$ cat src/rtl/mem_stage_pkg.sv
// rtl/mem_stage_pkg.sv - shared size codes and FSM state encodings for the memory stage
package mem_stage_pkg;

    // Access size codes carried by ctrl_mem_read / ctrl_mem_write
    localparam logic [1:0] MEM_NONE = 2'd0;
    localparam logic [1:0] MEM_W    = 2'd1;
    localparam logic [1:0] MEM_H    = 2'd2;
    localparam logic [1:0] MEM_B    = 2'd3;

    // Access sequencer states
    typedef enum logic {
        MEM_IDLE = 1'b0,
        MEM_WAIT = 1'b1
    } mem_state_e;

    // True when the size/offset pair cannot be served by one aligned bus access
    function automatic logic is_misaligned(input logic [1:0] size, input logic [1:0] addr_lo);
        logic r;
        r = 1'b0;
        if (size == MEM_W) r = (addr_lo != 2'b00);
        else if (size == MEM_H) r = addr_lo[0];
        return r;
    endfunction

endpackage

$ cat src/rtl/mem_lane_align.sv
// rtl/mem_lane_align.sv - byte-lane steering for stores and sign-extending extraction for loads
module mem_lane_align
    import mem_stage_pkg::*;
(
    input  logic [1:0]  i_size,
    input  logic [1:0]  i_addr_lo,
    input  logic [31:0] i_wdata,
    input  logic [31:0] i_rdata,
    output logic [3:0]  o_be,
    output logic [31:0] o_wdata,
    output logic [31:0] o_rdata,
    output logic        o_misaligned
);

    logic [7:0]  w_byte;
    logic [15:0] w_half;

    assign w_byte = i_rdata[{i_addr_lo, 3'b000} +: 8];
    assign w_half = i_addr_lo[1] ? i_rdata[31:16] : i_rdata[15:0];

    // Decode enables, replicate store data across lanes and extend the selected load lane
    always_comb begin
        o_be         = 4'b0000;
        o_wdata      = i_wdata;
        o_rdata      = i_rdata;
        o_misaligned = is_misaligned(i_size, i_addr_lo);
        case (i_size)
            MEM_W: begin
                o_be    = 4'b1111;
                o_wdata = i_wdata;
                o_rdata = i_rdata;
            end
            MEM_H: begin
                o_be    = i_addr_lo[1] ? 4'b1100 : 4'b0011;
                o_wdata = {2{i_wdata[15:0]}};
                o_rdata = {{16{w_half[15]}}, w_half};
            end
            MEM_B: begin
                o_be    = 4'b0001 << i_addr_lo;
                o_wdata = {4{i_wdata[7:0]}};
                o_rdata = {{24{w_byte[7]}}, w_byte};
            end
            default: begin
                o_be = 4'b0000;
            end
        endcase
    end

endmodule

$ cat src/rtl/mem_stage.sv
// rtl/mem_stage.sv - pipeline memory-access stage with variable-latency data-memory handshake
module mem_stage
    import mem_stage_pkg::*;
(
    input  logic        clk_i,
    input  logic        n_rst_i,
    input  logic [31:0] EXMEM_pc_branch_i,
    input  logic [31:0] EXMEM_alu_i,
    input  logic        EXMEM_alu_do_branch_i,
    input  logic [31:0] EXMEM_b_i,
    input  logic [4:0]  EXMEM_reg_write_address_i,
    input  logic        EXMEM_ctrl_branch_i,
    input  logic [1:0]  EXMEM_ctrl_mem_read_i,
    input  logic [1:0]  EXMEM_ctrl_mem_write_i,
    input  logic        EXMEM_ctrl_reg_write_i,
    input  logic        EXMEM_ctrl_mem_to_reg_i,
    output logic        dmem_req_o,
    output logic        dmem_we_o,
    output logic [31:0] dmem_addr_o,
    output logic [3:0]  dmem_be_o,
    output logic [31:0] dmem_wdata_o,
    input  logic [31:0] dmem_rdata_i,
    input  logic        dmem_ack_i,
    output logic        stall_o,
    output logic        pc_src_o,
    output logic [31:0] pc_branch_o,
    output logic [31:0] MEMWB_read_data_o,
    output logic [31:0] MEMWB_alu_o,
    output logic [4:0]  MEMWB_reg_write_address_o,
    output logic        MEMWB_ctrl_reg_write_o,
    output logic        MEMWB_ctrl_mem_to_reg_o,
    output logic        err_misaligned_o
);

    mem_state_e  r_state;
    mem_state_e  w_state_next;

    logic        w_is_read;
    logic        w_is_write;
    logic [1:0]  w_size;
    logic        w_misaligned;
    logic        w_access;
    logic        w_acked;
    logic [3:0]  w_be;
    logic [31:0] w_wdata;
    logic [31:0] w_load_data;

    // A read wins when both read and write sizes are set
    assign w_is_read  = (EXMEM_ctrl_mem_read_i != MEM_NONE);
    assign w_is_write = !w_is_read && (EXMEM_ctrl_mem_write_i != MEM_NONE);
    assign w_size     = w_is_read ? EXMEM_ctrl_mem_read_i : EXMEM_ctrl_mem_write_i;

    mem_lane_align u_align (
        .i_size       (w_size),
        .i_addr_lo    (EXMEM_alu_i[1:0]),
        .i_wdata      (EXMEM_b_i),
        .i_rdata      (dmem_rdata_i),
        .o_be         (w_be),
        .o_wdata      (w_wdata),
        .o_rdata      (w_load_data),
        .o_misaligned (w_misaligned)
    );

    // Misaligned accesses never reach the bus; reset drops the request without a clock
    assign w_access     = (w_size != MEM_NONE) && !w_misaligned;
    assign dmem_req_o   = w_access && n_rst_i;
    assign dmem_we_o    = w_is_write;
    assign dmem_addr_o  = {EXMEM_alu_i[31:2], 2'b00};
    assign dmem_be_o    = w_be;
    assign dmem_wdata_o = w_wdata;

    // An ack with no request outstanding is ignored
    assign w_acked = dmem_req_o && dmem_ack_i;
    assign stall_o = dmem_req_o && !dmem_ack_i;

    assign pc_src_o    = EXMEM_ctrl_branch_i && EXMEM_alu_do_branch_i;
    assign pc_branch_o = EXMEM_pc_branch_i;

    // Sequencer state register
    always_ff @(posedge clk_i or negedge n_rst_i) begin
        if (!n_rst_i) r_state <= MEM_IDLE;
        else          r_state <= w_state_next;
    end

    // Next state: wait while the request is unacknowledged, return to idle on ack
    always_comb begin
        w_state_next = r_state;
        case (r_state)
            MEM_IDLE: if (dmem_req_o && !dmem_ack_i) w_state_next = MEM_WAIT;
            MEM_WAIT: if (w_acked)                   w_state_next = MEM_IDLE;
            default:                                 w_state_next = MEM_IDLE;
        endcase
    end

    // MEM/WB register: frozen while stalled so write-back forwarding stays valid
    always_ff @(posedge clk_i or negedge n_rst_i) begin
        if (!n_rst_i) begin
            MEMWB_read_data_o         <= '0;
            MEMWB_alu_o               <= '0;
            MEMWB_reg_write_address_o <= '0;
            MEMWB_ctrl_reg_write_o    <= 1'b0;
            MEMWB_ctrl_mem_to_reg_o   <= 1'b0;
        end else if (!stall_o) begin
            MEMWB_alu_o               <= EXMEM_alu_i;
            MEMWB_reg_write_address_o <= EXMEM_reg_write_address_i;
            MEMWB_ctrl_reg_write_o    <= EXMEM_ctrl_reg_write_i && !w_misaligned;
            MEMWB_ctrl_mem_to_reg_o   <= EXMEM_ctrl_mem_to_reg_i;
            if (w_acked) MEMWB_read_data_o <= w_load_data;
        end
    end

    // Sticky misalignment flag, cleared only by reset
    always_ff @(posedge clk_i or negedge n_rst_i) begin
        if (!n_rst_i)          err_misaligned_o <= 1'b0;
        else if (w_misaligned) err_misaligned_o <= 1'b1;
    end

endmodule

$ cat config.mk
export PLATFORM = sky130hd
export DESIGN_NAME = mem_stage
export DESIGN_NICKNAME = d
export VERILOG_FILES = /design/src/rtl/mem_stage_pkg.sv /design/src/rtl/mem_lane_align.sv /design/src/rtl/mem_stage.sv
export SDC_FILE = /design/constraint.sdc
export NUM_CORES = 1
export LEC_CHECK = 0
export BUFFER_PORTS_ARGS = -buffer_cell sky130_fd_sc_hd__buf_2
export CORE_AREA = 5 5 123 125
export CTS_CLUSTER_SIZE = 24
export DETAILED_ROUTE_END_ITERATION = 16
export DIE_AREA = 0 0 128 130
export PLACE_DENSITY = 0.65
export SLEW_MARGIN = 10
export SYNTH_ARGS = -nofsm -noshare
export SYNTH_HDL_FRONTEND = slang
export SYNTH_SLANG_ARGS = --single-unit
$ cat constraint.sdc
create_clock -name clk_i -period 2.6 [get_ports clk_i]
set_input_delay 0.52 -clock clk_i [delete_from_list [all_inputs] [get_ports clk_i]]
set_output_delay 0.52 -clock clk_i [all_outputs]
set_load 0.01 [all_outputs]
[Word-level counts from Yosys, hierarchy flattened]
Index checks and enable logic that the tools add are counted.
Word-level totals
  bits of input ports: 144
  output and inout port bits: 176
  register bits after elaboration: 72
  word-level logic and storage cells: 35
Cells by class
  mux-type cells: 8
  shift-type cells: 2
  equal/unequal tests: 3
  reduce and logical (&&, ||, !) cells: 15
  bitwise operators: 1
Operators with widths (number)
  $pmux 32 s2: 2
  $shiftx 32x6->8: 1
  $mux 16: 1
  $pmux 4 s3: 1
  $reduce_bool 2->1: 4
  $logic_and 1x1->1: 7
  $eq 2x2->1 const B: 2
  $mux 4: 1
  $shl 1x2->4 const A: 1
  $logic_not 1->1: 3
  $eq 2x1->1 const B: 1
  $mux 1: 2
  $mux 2: 1
  $reduce_and 2->1: 1
  $not 1->1: 1

[Logic depth before layout (Yosys ltp)]
Gate-level depths: netlist of the first run.
  depth after elaboration: 11
  gate-level depth with buffers: 8
  depth with buffers taken out: 5

[Hierarchy]
Synthesis of the first run repeated with hierarchy kept, for this count alone.
Unflattened totals
  cell total of the unflattened synthesis: 405
  area total of the unflattened synthesis: 4519.3 sq um
Modules (own cells, without submodules)
  mem_stage: seq. area each 1801.7 sq um, times used 1, area each 3399.5 sq um, cells an instance 231
  mem_lane_align: seq. area each 0.0 sq um, times used 1, area each 1119.8 sq um, cells an instance 174

[Worst setup path after synthesis of the first run]
No wires, ideal clock.
  kind: input to output
  start: in EXMEM_ctrl_mem_read_i[1]
  end: out stall_o
  buffers on the path: 2
  slack: 0.150 ns
  arrival time: 1.930 ns
  data required time: 2.080 ns
  cell stages on the path: 5
  path through: buf_6 > or4_4 > o211a_4 > a211oi_4 > buf_6
On the way
  cells in the longest elaborated chain, start to end: 9
  elaborated cells on any way between the ends: 11
  those cells by class: eq/ne: 2; mux: 3; reduce/logical: 6
Ends and longest elaborated chain
  from (decl): RTL line mem_stage.sv:13  | input logic [1:0] EXMEM_ctrl_mem_read_i,
  $reduce_bool 2->1: RTL line mem_stage.sv:49  | assign w_is_read = (EXMEM_ctrl_mem_read_i != MEM_NONE);
  $mux 2 (*): RTL line mem_stage.sv:51  | assign w_size = w_is_read ? EXMEM_ctrl_mem_read_i : EXMEM_ctrl_mem_write_i;
  $eq 2x2->1: RTL line mem_stage_pkg.sv:21  | else if (size == MEM_H) r = addr_lo[0];
  $mux 1: RTL line mem_stage_pkg.sv:21
  $mux 1: RTL line mem_stage_pkg.sv:20  | if (size == MEM_W) r = (addr_lo != 2'b00);
  $logic_not 1->1: RTL line mem_stage.sv:65  | assign w_access = (w_size != MEM_NONE) && !w_misaligned;
  $logic_and 1x1->1 (*): RTL line mem_stage.sv:65
  $logic_and 1x1->1 (*): RTL line mem_stage.sv:66  | assign dmem_req_o = w_access && n_rst_i;
  $logic_and 1x1->1 (*)
  to (decl): RTL line mem_stage.sv:24  | output logic stall_o,
Every way passes the cells marked *; elsewhere a longest branch is shown, timed or not.

[Worst setup path after layout of the first run]
  start: in EXMEM_ctrl_mem_write_i[0]
  end: out stall_o
On the way
  cells in the longest elaborated chain, start to end: 8
  elaborated cells on any way between the ends: 10
  those cells by class: eq/ne: 2; mux: 3; reduce/logical: 5
Ends and longest elaborated chain
  from (decl): RTL line mem_stage.sv:14  | input logic [1:0] EXMEM_ctrl_mem_write_i,
  $mux 2 (*): RTL line mem_stage.sv:51
  $eq 2x2->1: RTL line mem_stage_pkg.sv:21
  $mux 1: RTL line mem_stage_pkg.sv:21
  $mux 1: RTL line mem_stage_pkg.sv:20
  $logic_not 1->1: RTL line mem_stage.sv:65
  $logic_and 1x1->1 (*): RTL line mem_stage.sv:65
  $logic_and 1x1->1 (*): RTL line mem_stage.sv:66
  $logic_and 1x1->1 (*)
Marks and branches as above.

==> summary.txt, run 1 <==
Floorplanning
  • I/O Pins: 320
  • DIE HEIGHT: 130 um
  • Starting density of the core: 31.8%
  • Core Rows: between 40 and 50
  • Core region area: approximately 14,000 um^2
  • Die Area: 16,600 um^2
  • Die W: 128 um

Clock tree
  • Clk root buf: clkbuf_16
  • Clock latency on the worst-skew pair: 0.33 ns
  • Sink Count: approximately 70
  • CTS H-tree lvls: 3
  • Clock-pin slew on the worst setup and hold paths: ~0.05 ns
  • TritonCTS Buffers: 9
  • Setup Buffers After CTS: 0
  • CTS Buffer Depth: 2
  • CTS tree: yes

Setup path
  • CP max stage cell: or4_4
  • Crit-path max cell delay: around 0.43 ns
  • Most common cell on crit path: buf_2
  • Critical Path Source Type: input port
  • Type of the worst setup path: input port to primary output
  • Largest fanout on the critical path: 6
  • Worst path cell trace: buf_2 > buf_4 > or4_4 > o211a_4 > a211oi_4 > buf_2
  • Worst setup EP type: primary output
  • Arrival @ worst endpoint: ~1.9 ns
  • Required time of the worst setup path: 2.08 ns

Power and ir drop
  • P_leak: a little under 3 nW
  • PD cells: around 630 nW/um^2
  • Peak VDD IR: about 300 uV
  • Tot Pwr: 3.59 mW

Synthesis
  • FFs w/ async S/R, synth: between 90% and 100%
  • Mapped Area: between 4000 and 5000 um^2
  • Area contributors post-synth: dfrtp_1 41%, buf_4 12%, mux2_4 10%, nand2_1 4.9%, a21oi_1 4.7%
  • Synth cell count leaders: 72 x buf_4, 72 x dfrtp_1, 57 x nand2_1
  • YS warnings: 0
  • Ys flop type: dfrtp_1
  • Distinct cells, synth: 40
  • Synth Instances: between 400 and 500
  • Yosys reg bits: 72
  • Synth top area share: 41.2%
  • Yosys top cell by area: dfrtp_1
  • Seq/Total Area, Yosys: between 40% and 50%
  • Syn avg cell area: ~9.8 um^2
  • EDFF count, synth: 0

Placed design
  • Hpwl dp: around 11,000 um
  • Placed cells: ~800
  • Buffers on Ports: ~250
  • Placer Congestion: around 0.80

GRT
  • Met2 Use GR: between 20% and 30%
  • GRT overflow: 0
  • Largest net degree at the start of global routing: ~70
  • GRT Util Overall: between 10% and 20%
  • Global routing's busiest layer: met2
  • First-pass GRT wire length: between 20,000 and 25,000 um
  • Vias in the first global route: 3,768
  • Met1 Use GR: 19.0%
  • Met3 usage: roughly 5.6%
  • Initial antenna violation count: 3

STA
  • Final hold vios: 0
  • Setup TNS: 0 ns
  • RSZ-0062 raised after global routing: false
  • Slew HR: around 40%
  • Max-slew violation count: 0
  • Worst-Margin Slew: ~0.91 ns
  • Time the worst path needs with I/O delays and setup: around 2.5 ns
  • Tcrit/Tclk final: approximately 95%
  • Peak Freq: slightly above 0.4 GHz
  • Final setup vio count: 0
  • Clk_skew: 0 ns

Finish
  • Final net count: roughly 780
  • Share of cells above drive strength 1: between 50% and 60%
  • Area Overhead vs Synth: 29.8%
  • Fin cells: 820
  • Filler instances: approximately 1,400

Routing
  • Post-route ant nets: 0
  • Routed WL per cell: approximately 17 um
  • First-pass iteration count of the detailed router: 4
  • DRC Markers: 0
  • Via density: approximately 4.8
  • DRT iter0 DRCs: roughly 160
  • Vias: a little under 4,000
  • Detailed Route WL: 13,700 um

Run status
  • Outcome: complete, no violations

Worst hold path
  • Hold crit path type: input port to register

Flow run
  • Max-cap violations: 0
==> flip-flops by register name (all words and copies together), names as in the netlist <==
| register | count |
|---|---|
| MEMWB_read_data_o | 32 |
| MEMWB_alu_o | 32 |
| err_misaligned_o | 1 |
| MEMWB_ctrl_reg_write_o | 1 |
| MEMWB_ctrl_mem_to_reg_o | 1 |
| MEMWB_reg_write_address_o | 5 |
==> final timing paths <==
check,cells after the start,slack (ns),end,start
worst max-delay path,6,0.14,stall_o,EXMEM_ctrl_mem_write_i[0]
worst min-delay path,2,0.42,MEMWB_reg_write_address_o[0],EXMEM_reg_write_address_i[0]
worst max register to register,1,1.82,MEMWB_alu_o[29],MEMWB_alu_o[29]
worst min register to register,1,0.47,err_misaligned_o,err_misaligned_o
max in group asynchronous,3,0.98,MEMWB_alu_o[30],n_rst_i
min in group asynchronous,2,0.53,MEMWB_read_data_o[15],n_rst_i
==> final cells by class <==
class | count | area (um^2) | share of cell area, %
Multi-Input combinational cell | 272 | 1890 | 33.3
Clock inverter | 5 | 56.3 | 0.991
Antenna cell | 1 | 2.50 | 0.0440
Timing Repair Buffer | 275 | 1450 | 25.5
Clock buffer | 10 | 239 | 4.21
Inverter | 5 | 18.8 | 0.330
Tap cell | 180 | 225 | 3.96
Sequential cell | 72 | 1800 | 31.7
==> metal layers <==
metal	part of all wire, %	up-vias
met5	0.29	-
met2	47	205
met4	1.4	4
li1	-	1853
met1	41	1810
met3	9.8	28
==> per-stage QoR <==
step                      setup WS (ns)  hold slack [ns]  util (%)  cell area (um^2)
after global placement          -0.0912            0.329      39.0              5370
after detailed placement         -0.119            0.330      39.0              5370
after floorplan                   0.150            0.224         -              4380
after global routing             0.0743            0.404      41.3              5680
after CTS                         0.131            0.404      41.2              5680
final                             0.138            0.419      41.3              5680
==> cell usage in the layout (no fill, tap or decap), types with 4 or more instances in the layout <==
master and instances:
buf_2 252, nand2_1 57, clkbuf_16 9, mux2_2 11
nor2b_1 4, o22ai_1 6, dfrtp_1 72, a221oi_1 8
o21ai_0 32, mux2i_1 15, buf_4 21, inv_1 5
nor2_1 27, a221o_1 6, a21oi_1 41, mux2_4 30
==> report_power, final <==
group | internal, mW | leakage (nW) | total [mW] | switching, mW
registers | 1.29 | 0.841 | 1.37 | 0.0861
clock network | 0.763 | 0.145 | 1.24 | 0.474
logic | 0.445 | 1.92 | 0.983 | 0.538
==> cell families (layout without fill, tap and decap cells) <==
family | count (synthesis) | in the layout | share of synthesized area (%)
buffers and inverters | 102 | 295 | 16.0
and+or+nand+nor | 102 | 102 | 9.72
muxes | 60 | 60 | 17.8
DFF | 72 | 72 | 41.2
AOI/OAI and AO/OA | 108 | 108 | 15.2
other | 1 | 3 | 0.0857
==> worst max-delay path: cells and delay by family <==
family          cells  cell delay, ns
simple gates        1            0.43
compound gates      2            0.55
buf+inv             3            0.44
==> timing repair <==
item	CTS	global route
hold buffers	1	0
hold endpoints to repair	2	0
gates resized for setup	2	0
endpoints found under the setup margin	9	0
Power figures use the tool's default switching activity.
==> run 2, diff against run 1 <==
- MAX_ROUTING_LAYER: not set -> met4
- REMOVE_ABC_BUFFERS: not set -> 1
==> run 2 against run 1 <==
Net effect: global-route usage is 1.9 points higher; critical path depth stayed put; maximum frequency is 1.5% lower; hold slack worse by 0.0054 ns; wire length is 5.8% higher; first-iteration DRC count is 29% higher; critical path type unchanged.
==> summary.txt, run 2 (synthesis gave the netlist of run 1 again) <==
Run status
  • Outcome: complete, no violations

Setup path
  • Most common cell on crit path: buf_2
  • Critical path buffer and inverter count: 3 (unchanged)
  • Largest fanout on the critical path: 7 (+1)
  • Arrival @ worst endpoint: 1.98 ns (+0.04 ns)
  • Crit-path leading delay family: simple AND/OR/NAND/NOR gates
  • R2R depth: 1 (unchanged)
  • Reg-to-reg slack, setup: 1.79 ns (-0.03 ns)
  • Worst setup EP type: primary output
  • Critical Path Source Type: input port
  • Worst path cell trace: buf_2 > or4_4 > o211a_4 > a211oi_4 > buf_4 > buf_2
  • CP max stage cell: or4_4
  • Required time of the worst setup path: 2.08 ns (about the same)
  • Type of the worst setup path: input port to primary output
  • RR Endpoint: MEMWB_alu_o[29]
  • Crit-path max cell delay: 0.55 ns (+0.12 ns)
  • Reg2reg start: MEMWB_alu_o[29]

Clock tree
  • CTS Buffer Depth: 2 (unchanged)
  • Setup Buffers After CTS: 0 (unchanged)
  • Clock-pin slew on the worst setup and hold paths: 0.05 ns (about the same)
  • CTS H-tree lvls: 3 (unchanged)
  • Sink Count: 72 (unchanged)
  • TritonCTS Buffers: 9 (unchanged)
  • Clock latency on the worst-skew pair: 0.34 ns (about the same)
  • CTS tree: yes
  • Clk root buf: clkbuf_16

Finish
  • Commonest non-fill, non-tap cell in the layout: buf_2
  • Fin util: 41.5% (+0.21 points)
  • Antenna Cells: 0 (-1)
  • Most frequent cells in the layout: 252 x buf_2, 72 x dfrtp_1, 57 x nand2_1
  • Final net count: 779 (unchanged)
  • Biggest registers after layout: MEMWB_alu_o: 32 flops, MEMWB_read_data_o: 32 flops, MEMWB_reg_write_address_o: 5 flops
  • Fin cells: 820 (unchanged)
  • Share of cells above drive strength 1: 53.3% (+0.23 points)
  • Area Overhead vs Synth: 30.5%

Routing
  • First-pass iteration count of the detailed router: 4 (unchanged)
  • Post-route ant nets: 0 (unchanged)
  • Detailed Route WL: 14,500 um (+5.8%)
  • Routed WL per cell: 17.7 um (+5.8%)
  • DRT iter0 DRCs: 200 (+29%)
  • Via density: 4.77 (+0.28%)
  • Vias: 3,911 (+0.28%)
  • DRC Markers: 0 (unchanged)

STA
  • Clk_skew: 0 ns (unchanged)
  • Peak Freq: 0.400 GHz (-1.5%)
  • RSZ-0062 raised after global routing: false
  • Worst-Margin Slew: 0.903 ns (-0.00636 ns)
  • Tcrit/Tclk final: 96.1% (+1.4 points)
  • Final setup vio count: 0 (unchanged)
  • Setup ws final: 0.102 ns (-0.0365 ns)
  • Slew HR: 39.8% (+0.42 points)
  • Final hold vios: 0 (unchanged)
  • Setup TNS: 0 ns (unchanged)
  • Time the worst path needs with I/O delays and setup: 2.50 ns (+0.0365 ns)
  • Max-slew violation count: 0 (unchanged)

Floorplanning
  • Die W: 128 um (unchanged)
  • Core region area: 13,800 um^2 (unchanged)
  • DIE HEIGHT: 130 um (unchanged)
  • Starting density of the core: 31.8% (unchanged)
  • Core Rows: 43 (unchanged)
  • Die Area: 16,600 um^2 (unchanged)
  • I/O Pins: 320 (unchanged)

Worst hold path
  • Number of cells on the worst hold path: 2 (unchanged)
  • Hold Path Origin: EXMEM_reg_write_address_i[4]
  • Hold path endpoint: MEMWB_reg_write_address_o[4]
  • Hold crit path type: input port to register

GRT
  • Vias in the first global route: 3,966 (+5.3%)
  • GRT overflow: 0 (unchanged)
  • GRT Util Overall: 17.5% (+1.9 points)
  • Initial antenna violation count: 0 (-3)
  • Largest net degree at the start of global routing: 70 (-1.4%)
  • First-pass GRT wire length: 21,900 um (+8.4%)

Placed design
  • Placed cells: 803 (unchanged)
  • Hpwl dp: 11,500 um (+5.4%)
  • Buffers on Ports: 253 (unchanged)
  • Pre-CTS WS: -0.0955 ns (+0.0232 ns)
  • Placer Congestion: 0.858 (+7.2%)

Power and ir drop
  • PD cells: 645 nW/um^2 (+1.9%)
  • P_leak: 2.92 nW (+0.64%)
  • Tot Pwr: 3.68 mW (+2.5%)
  • Peak VDD IR: 370 uV (+27%)

Flow run
  • Max-cap violations: 0 (unchanged)
## run 2: changes by cell type in the layout (fill, tap and decap cells not counted)
cell,change
inv_6,-1
clkinv_2,+1
a22oi_2,+1
diode_2,-1
a22oi_1,-1
bufinv_16,+1
## run 2: routing by layer
layer  GRT usage, %  part of all wire (%)
met5              -                     0
met4           4.43                   1.1
met2           26.4                    45
met3           7.65                    13
met1           21.7                    42
## run 2: what timing repair did
item	CTS	global route
setup endpoints to repair	8	10
hold endpoints to repair	3	0
hold buffers	1	0
resized for setup	1	2
## run 2: cell type report
type,count,area (um^2)
clock buffer,10,239
clock inverter,6,82.6
fill,1394,8060
inverter,5,18.8
multi-input combinational,272,1900
sequential,72,1800
tap,180,225
timing repair buffer,275,1450
## run 2: how the worst max path moves through the flow
stage                                   start  cells after the start  slack (ns)               end
CTS                 EXMEM_ctrl_mem_write_i[1]                      7        0.04      dmem_be_o[2]
global placement    EXMEM_ctrl_mem_write_i[1]                      5       -0.02   dmem_wdata_o[9]
floorplan           EXMEM_ctrl_mem_write_i[1]                      4       -0.82   MEMWB_alu_o[31]
global route         EXMEM_ctrl_mem_read_i[1]                      6        0.05           stall_o
detailed placement  EXMEM_ctrl_mem_write_i[1]                      5        -0.1  dmem_wdata_o[15]
finish               EXMEM_ctrl_mem_read_i[1]                      6        0.10           stall_o
## run 2: power breakdown
part           switching (mW)  internal, mW
Combinational           0.536         0.446
Clock                   0.466         0.860
Sequential             0.0860          1.29
## run 2: metrics by stage
stage | hold WS (ns) | area (um^2)
after global routing | 0.410 | 5710
after global placement | 0.348 | 5370
after CTS | 0.394 | 5700
after floorplan | 0.224 | 3700
final | 0.414 | 5710
after detailed placement | 0.349 | 5370
